## config.mk

```make
export PLATFORM = sky130hd
export DESIGN_NAME = alu16_cla
export DESIGN_NICKNAME = d
export VERILOG_FILES = /design/src/rtl/alu16_cla.sv
export SDC_FILE = /design/constraint.sdc
export NUM_CORES = 1
export LEC_CHECK = 0
export ABC_AREA = 1
export CAP_MARGIN = 20
export CORE_MARGIN = 10
export CORE_UTILIZATION = 52
export CTS_CLUSTER_DIAMETER = 200
export CTS_CLUSTER_SIZE = 25
export DETAILED_ROUTE_END_ITERATION = 10
export GPL_ROUTABILITY_DRIVEN = 1
export PLACE_DENSITY_LB_ADDON = 0.05
export SLEW_MARGIN = 10
export SYNTH_ARGS = -nofsm -noshare
export SYNTH_HDL_FRONTEND = slang
export SYNTH_SLANG_ARGS = --single-unit
```

## constraint.sdc

```tcl
create_clock -name clk -period 3.4 [get_ports clk]
set_input_delay 0.85 -clock clk [delete_from_list [all_inputs] [get_ports clk]]
set_output_delay 0.85 -clock clk [all_outputs]
set_load 0.05 [all_outputs]
```

## src/rtl/alu16_cla.sv

```systemverilog
// alu16_cla: 16-bit registered ALU with the 74181 function set, four 4-bit slices joined by 74182-style lookahead.
// Latency: 1 cycle; operands captured on a rising clk edge appear on the outputs right after that edge.
// Backpressure: none; a new operation is accepted on every cycle and the previous result is overwritten.
module alu16_cla (
    input  logic        clk,
    input  logic        rst,
    input  logic [15:0] a,
    input  logic [15:0] b,
    input  logic        Cin,
    input  logic        mode,
    input  logic [3:0]  sel,
    output logic [15:0] result,
    output logic        Cout,
    output logic        nBo,
    output logic        nGo
);
    // Subtract select: its carry-out is reported as an active-low borrow,
    // so the polarity of Cout flips for this one arithmetic function.
    localparam logic [3:0] SEL_SUB = 4'b0110;

    // Per-bit function terms and their generate/propagate.
    logic [15:0] w_u;
    logic [15:0] w_v;
    logic [15:0] w_g;
    logic [15:0] w_p;

    // Slice-level group terms and the carry entering each slice.
    logic [3:0]  w_slice_g;
    logic [3:0]  w_slice_p;
    logic [3:0]  w_slice_cin;

    // Whole-word lookahead results.
    logic        w_c0;
    logic        w_c4;
    logic        w_c8;
    logic        w_c12;
    logic        w_c16;
    logic        w_grp_g;
    logic        w_grp_p;

    // Next-state values for the output registers.
    logic [15:0] w_f;
    logic        w_cout_n;

    // Output registers.
    logic [15:0] r_result;
    logic        r_cout;
    logic        r_nbo;
    logic        r_ngo;

    // Carry-in pin is active-low.
    assign w_c0 = ~Cin;

    // The select lines steer which of B / ~B feeds U and V; A is always present.
    assign w_u = a | (b & {16{sel[0]}}) | (~b & {16{sel[1]}});
    assign w_v = (a & b & {16{sel[3]}}) | (a & ~b & {16{sel[2]}});

    assign w_g = w_u & w_v;
    assign w_p = w_u | w_v;

    // Four identical 4-bit slices. Each resolves its own internal carries by
    // lookahead from the slice carry-in, and exports group G/P upward.
    genvar k;
    generate
        for (k = 0; k < 4; k++) begin : g_slice
            logic [3:0] w_sg;
            logic [3:0] w_sp;
            logic [3:0] w_sc;
            logic [3:0] w_sum_c;

            assign w_sg = w_g[4*k +: 4];
            assign w_sp = w_p[4*k +: 4];

            // Internal carries, fully expanded so no carry ripples through a slice.
            assign w_sc[0] = w_slice_cin[k];
            assign w_sc[1] = w_sg[0]
                           | (w_sp[0] & w_slice_cin[k]);
            assign w_sc[2] = w_sg[1]
                           | (w_sp[1] & w_sg[0])
                           | (w_sp[1] & w_sp[0] & w_slice_cin[k]);
            assign w_sc[3] = w_sg[2]
                           | (w_sp[2] & w_sg[1])
                           | (w_sp[2] & w_sp[1] & w_sg[0])
                           | (w_sp[2] & w_sp[1] & w_sp[0] & w_slice_cin[k]);

            // Slice group generate/propagate, independent of the carry-in.
            assign w_slice_g[k] = w_sg[3]
                                | (w_sp[3] & w_sg[2])
                                | (w_sp[3] & w_sp[2] & w_sg[1])
                                | (w_sp[3] & w_sp[2] & w_sp[1] & w_sg[0]);
            assign w_slice_p[k] = &w_sp;

            // Logic mode forces every bit carry high, which turns the sum
            // U ^ V ^ c into the XNOR of U and V -- the same trick the 74181 uses.
            assign w_sum_c = w_sc | {4{mode}};
            assign w_f[4*k +: 4] = w_u[4*k +: 4] ^ w_v[4*k +: 4] ^ w_sum_c;
        end
    endgenerate

    // Lookahead across slices, in the 74182 arrangement.
    assign w_c4  = w_slice_g[0]
                 | (w_slice_p[0] & w_c0);
    assign w_c8  = w_slice_g[1]
                 | (w_slice_p[1] & w_slice_g[0])
                 | (w_slice_p[1] & w_slice_p[0] & w_c0);
    assign w_c12 = w_slice_g[2]
                 | (w_slice_p[2] & w_slice_g[1])
                 | (w_slice_p[2] & w_slice_p[1] & w_slice_g[0])
                 | (w_slice_p[2] & w_slice_p[1] & w_slice_p[0] & w_c0);

    assign w_grp_g = w_slice_g[3]
                   | (w_slice_p[3] & w_slice_g[2])
                   | (w_slice_p[3] & w_slice_p[2] & w_slice_g[1])
                   | (w_slice_p[3] & w_slice_p[2] & w_slice_p[1] & w_slice_g[0]);
    assign w_grp_p = &w_slice_p;

    // Word carry-out falls out of the group terms without another level of logic.
    assign w_c16 = w_grp_g | (w_grp_p & w_c0);

    assign w_slice_cin = {w_c12, w_c8, w_c4, w_c0};

    // Active-low carry-out: held high in logic mode, borrow polarity for subtract.
    always_comb begin
        w_cout_n = 1'b1;
        if (!mode) begin
            if (sel == SEL_SUB) begin
                w_cout_n = w_c16;
            end else begin
                w_cout_n = ~w_c16;
            end
        end
    end

    // Output register; reset wins over any operation presented in the same cycle.
    always_ff @(posedge clk) begin
        if (rst) begin
            r_result <= 16'h0000;
            r_cout   <= 1'b1;
            r_nbo    <= 1'b1;
            r_ngo    <= 1'b1;
        end else begin
            r_result <= w_f;
            r_cout   <= w_cout_n;
            r_nbo    <= ~w_grp_p;
            r_ngo    <= ~w_grp_g;
        end
    end

    assign result = r_result;
    assign Cout   = r_cout;
    assign nBo    = r_nbo;
    assign nGo    = r_ngo;

endmodule

```

; ---- Word-level counts from Yosys, hierarchy flattened
; Cells that the tools add are included.
[word_totals]
romBits = 0
input_bits = 40
out_inout_bits = 19
mem_bits_rw = 0
ff_bits = 19
latchBits = 0
n_memories = 0
[op_classes]
bitwise_logic = 145
n_div = 0
order_cmp = 0
mul = 0
n_reduce_logical = 6
eq_ne = 1
n_mux = 1
add_sub_neg = 0
n_shift = 0
[ops]
columns = op, n
row1 = $and 16x16->16, 7
row2 = $and 1x1->1, 71
row3 = $or 16x16->16, 4
row4 = $or 1x1->1, 46
row5 = $xor 4x4->4, 8
row6 = $not 16->16, 1
row7 = $or 4x4->4, 4
row8 = $reduce_and 16->1, 1
row9 = $reduce_and 4->1, 4
row10 = $eq 4x3->1 const B, 1
row11 = $not 1->1, 4
row12 = $reduce_or 2->1, 1
row13 = $mux 1, 1

; ---- Depth between registers and ports, before layout
[depth]
ltp_word = 17
ltp_mapped = 18

; ---- Worst setup path before layout
; OpenSTA, ideal clock, no wires.
[synth_timing]
kind = in2reg
start = input port sel[2]
end = register r_result[14] (netlist: result[14])
arrival_time_ps = 2504
cell_stages = 14
path_buffers = 2
slack_ps = 781
cell_sequence = buf_2 -> buf_2 -> nor2_1 -> nor3_1 -> inv_1 -> ha_1 -> nor2_2 -> nand3_1 -> nand3_4 -> nand2_2 -> nand3_4 -> nand3_1 -> a21oi_1 -> nor2_1
[synth_via]
elab_chain_cells = 15
word_cells_on_any_way = 47
[synth_rtl]
columns = element, line_no
row1 = from (decl), 11  ; input logic [3:0] sel,
row2 = $and 16x16->16 *, 56  ; assign w_v = (a & b & {16{sel[3]}}) | (a & ~b & {16{sel[2]}});
row3 = $or 16x16->16 *, 56
row4 = $or 16x16->16 / $and 16x16->16 (equally long branches), "59, 58"
row5 = "$and 1x1->1, on equally long branches", "88, 89, 90"
row6 = $or 1x1->1 (tied with other cells), 88  ; | (w_sp[3] & w_sg[2])
row7 = $or 1x1->1 / $and 1x1->1 (equally long branches), "89, 90"
row8 = $or 1x1->1, 90  ; | (w_sp[3] & w_sp[2] & w_sp[1] & w_sg[0]);
row9 = $and 1x1->1, 107  ; | (w_slice_p[2] & w_slice_g[1])
row10 = $or 1x1->1, 107
row11 = $or 1x1->1, 108  ; | (w_slice_p[2] & w_slice_p[1] & w_slice_g[0])
row12 = $or 1x1->1, 109  ; | (w_slice_p[2] & w_slice_p[1] & w_slice_p[0] & w_c0);
row13 = $and 1x1->1, 80  ; | (w_sp[1] & w_sp[0] & w_slice_cin[k]);
row14 = $or 1x1->1, 80
row15 = $or 4x4->4, 95  ; assign w_sum_c = w_sc | {4{mode}};
row16 = $xor 4x4->4 *, 96  ; assign w_f[4*k +: 4] = w_u[4*k +: 4] ^ w_v[4*k +: 4] ^ w_sum_c;
row17 = to (signal assigned), 142  ; r_result <= w_f;
row18 = to (decl), 46  ; logic [15:0] r_result;
; Every way passes the cells marked *; elsewhere a longest branch is shown, timed or not.
; A chain may end at the register's enable or synchronous reset.

; ---- Worst setup path after layout
[layout_timing]
start = input port sel[2]
end = register r_result[9] (netlist: result[9])
[layout_via]
elab_chain_cells = 14
word_cells_on_any_way = 32
[layout_rtl]
columns = element, line_no
row1 = $and 16x16->16 *, 56
row2 = $or 16x16->16 *, 56
row3 = $or 16x16->16 / $and 16x16->16 (equally long branches), "59, 58"
row4 = "$and 1x1->1, on equally long branches", "88, 89, 90"
row5 = $or 1x1->1 (tied with other cells), 88
row6 = $or 1x1->1 / $and 1x1->1 (equally long branches), "89, 90"
row7 = $or 1x1->1, 90
row8 = $and 1x1->1, 104  ; | (w_slice_p[1] & w_slice_g[0])
row9 = $or 1x1->1, 104
row10 = $or 1x1->1, 105  ; | (w_slice_p[1] & w_slice_p[0] & w_c0);
row11 = $and 1x1->1, 77  ; | (w_sp[0] & w_slice_cin[k]);
row12 = $or 1x1->1, 77
row13 = $or 4x4->4, 95
row14 = $xor 4x4->4 *, 96
; Marks and branches as above.

==> flow_metrics.tcl <==
set metrics [dict create \
    initial_utilization 0.536 \
    worstPathMaxFanout 17 \
    areaGrowthSynthToFinish_pct 28.8 \
    cellPowerDensity_nw_per_um2 312 \
    finalNonFillerCells 486 \
    dp_slack_ps 143 \
    most_repeated_library_cell_on_the_critical_path "nand2_1" \
    cts_hold_repair.buffers 0 \
    die-height_um 86.8 \
    clk_transition_reported_paths_ps 90 \
    worst-slew-pin-transition_ps 576 \
    power.share.switching 0.436 \
    core_region_area_um2 4320 \
    critical_path.slowest_cell "clkdlybuf4s50_1" \
    clock_h_tree_levels 1 \
    start_kind "input pin" \
    setup_tns_ps 0 \
    final_worst_setup_slack_ps 398 \
    p_total_mw 0.931 \
    rsz0062_at_grt "false" \
    ir_drop_mv 0.175 \
    drt-wirelength-per-cell_um 11.9 \
    synthDominantCellAreaShare 0.173 \
    avgViaCountPerCell 4.95 \
    crit_path_max_incr_delay_ps 450 \
    dpl.cell_count 482 \
    area_of_the_mapped_netlist_um2 2320 \
    syn-num-nets 451 \
    postSynthRegisterBits 19 \
    sequentialPowerShare 0.275 \
    finalSetupViolCount 0 \
    via_count_of_the_first_global_routing_pass 2458 \
    multiInputGateArea_um2 1520 \
    setup.worst_path.end_class "flop" \
    ioPinCount 59 \
    antenna_violating_nets_remaining 0 \
    cts.root.buffer_cell "clkbuf_8" \
    synth.area.top_cells "ha_1 17%, dfxtp_1 16%, inv_1 15%, nor2_1 9.9%, nand2_1 8.1%" \
    path_buf_inv 3 \
    grt_remaining_overflow 0 \
    crit_type "input pin to flop" \
    hold_violations 0 \
    layout.area.seq_um2 380 \
    total_cts_buffers 3 \
    grt_pass1_wl_um 10200 \
    std_cell_rows 24 \
    period_minus_slack_ps 3000 \
    yosysWarningCount 0 \
    seq_area_frac_synth 0.164 \
    worstPathArrival_ps 3160 \
    run_status "completed" \
    initial_antenna_violation_count 0 \
    ys_types 28 \
    tritoncts "built" \
    comb_power_share 0.540 \
    place.detailed.hpwl_um 4630 \
    cp_cell_sequence "clkdlybuf4s50_1, buf_4, nor2_1, nor3_1, inv_1, ha_1, nor2_2, nand3_2, nor2_2, nand2_1, nand3_2, nand2_1, nand3_1, nand2_1, nand2_1, nor2_1" \
    switchingPower_mw 0.406 \
    synth_edf_count 0 \
    nFillCells 407 \
    gp_congestion 0.816 \
    drc 0 \
    grt_max_degree 18 \
    synthesis.area_per_instance_um2 6.12 \
    drt_wl_total_um 5770 \
    critical_path_required_ps 3560 \
    fin_area_um2 2990 \
    dieArea_um2 7530 \
    buffers_on_ports 58 \
    maxcap_violations 0 \
    detailedRoute.firstIterationViolations 82 \
    antenna_cells_inserted 0 \
    syn_inst 379 \
    maxSlewViolCount 0 \
    chipWidth_um 86.8 \
    ctsResizeCount 0 \
    finalCritPeriodShare 0.883 \
    async_flop_share 0 \
    leakagePower_nw 1.58 \
    ys_dominant_reg_cell "dfxtp_1" \
    via_total_after_detailed_routing 2408 \
    track_usage 0.160 \
    critPathTopFamily "simple AND/OR/NAND/NOR gates" \
    min-delay-path-class "input pin to flop" \
    power_frac_clock 0.185 \
    final_net_count 507 \
    cts_setup_buffers 0 \
    synth_top_cell_by_area "ha_1" \
    intPower_mw 0.525 \
    dpl_cell_area_um2 2940 \
    layout_cells_sized_above_1 0.0760 \
    max-slew-margin-rel 0.615 \
    fmax_ghz 0.333 \
    maximum_buffer_depth_of_the_clock_tree 2 \
    clkSinkCount 19 \
    first_pass_iters 4 \
]
[per-stage QoR]
step | hold WS (ps) | utilization
floorplan | 919 | -
global placement | 1520 | 0.679
detailed placement | 1540 | 0.679
CTS | 1250 | 0.690
global route | 1260 | 0.690
finish | 1250 | 0.690
[flip-flops by register name, indices dropped and copies added (netlist names)]
register and flops:
Cout 1, nBo 1, nGo 1, result 16
[power by group through the flow]
stage / combinational [mW] / sequential, mW / clock [mW]
finish: 0.503 / 0.256 / 0.172
global route: 0.561 / 0.259 / 0.183
CTS: 0.506 / 0.256 / 0.174
detailed placement: 0.504 / 0.262 / 0
global placement: 0.494 / 0.261 / 0
floorplan: 0.252 / 0.358 / 0
[cells in the final DEF (no fill, tap or decap), types with 2 or more instances in the layout]
cell              n
nor3_1           23
inv_1            95
nand3_2           5
ha_1             32
nand3_4           2
o211ai_1         15
nor2_1           61
clkdlybuf4s50_1  58
inv_2             3
nand3_1          13
clkbuf_8          3
nand4_1           5
o21ai_0          10
nor2_2            5
nand2_1          50
o21bai_1          3
a21oi_4           2
buf_4             3
a31oi_1           2
dfxtp_1          19
nand2_2           7
a21oi_1          11
[metal layers]
| layer | track usage | vias to the layer above | share of wire |
|---|---|---|---|
| li1 | - | 1285 | - |
| met1 | 0.190 | 1060 | 0.45 |
| met2 | 0.274 | 57 | 0.47 |
| met3 | 0.0385 | 6 | 0.064 |
| met4 | 0.0486 | 0 | 0.011 |
| met5 | 0 | - | 0 |
[final timing paths]
check	start	to	slack [ps]	cells past startpoint
worst max-delay path	sel[2]	result[9]	400	16
worst min-delay path	rst	result[0]	1250	2
[Yosys cell counts (3+ instances only)]
cell type and n:
a21oi_1 11, o21bai_1 3, nor2_1 61, ha_1 32, nor3_1 23, inv_1 95, dfxtp_1 19, buf_2 7
o211ai_1 15, o21ai_0 10, nand2_1 50, nand3_2 5, nor2_2 5, nand4_1 5, nand2_2 7, inv_2 3
nand3_1 13
[layout make-up]
type,instances,area share
Sequential cell,19,0.127
Multi-Input combinational cell,252,0.509
Clock buffer,3,0.0138
Clock inverter,1,0.00251
Inverter,98,0.123
Tap cell,52,0.0218
Timing Repair Buffer,61,0.202
[kinds of logic (layout without fill, tap and decap cells)]
kind of cell,count (synthesis),after routing,synth area share
simple gates,173,173,0.348
compound gates,47,47,0.135
fa+ha+maj,32,32,0.173
buf+inv,108,163,0.180
flops,19,19,0.164
Note: power is estimated with default switching activity, not from simulation.
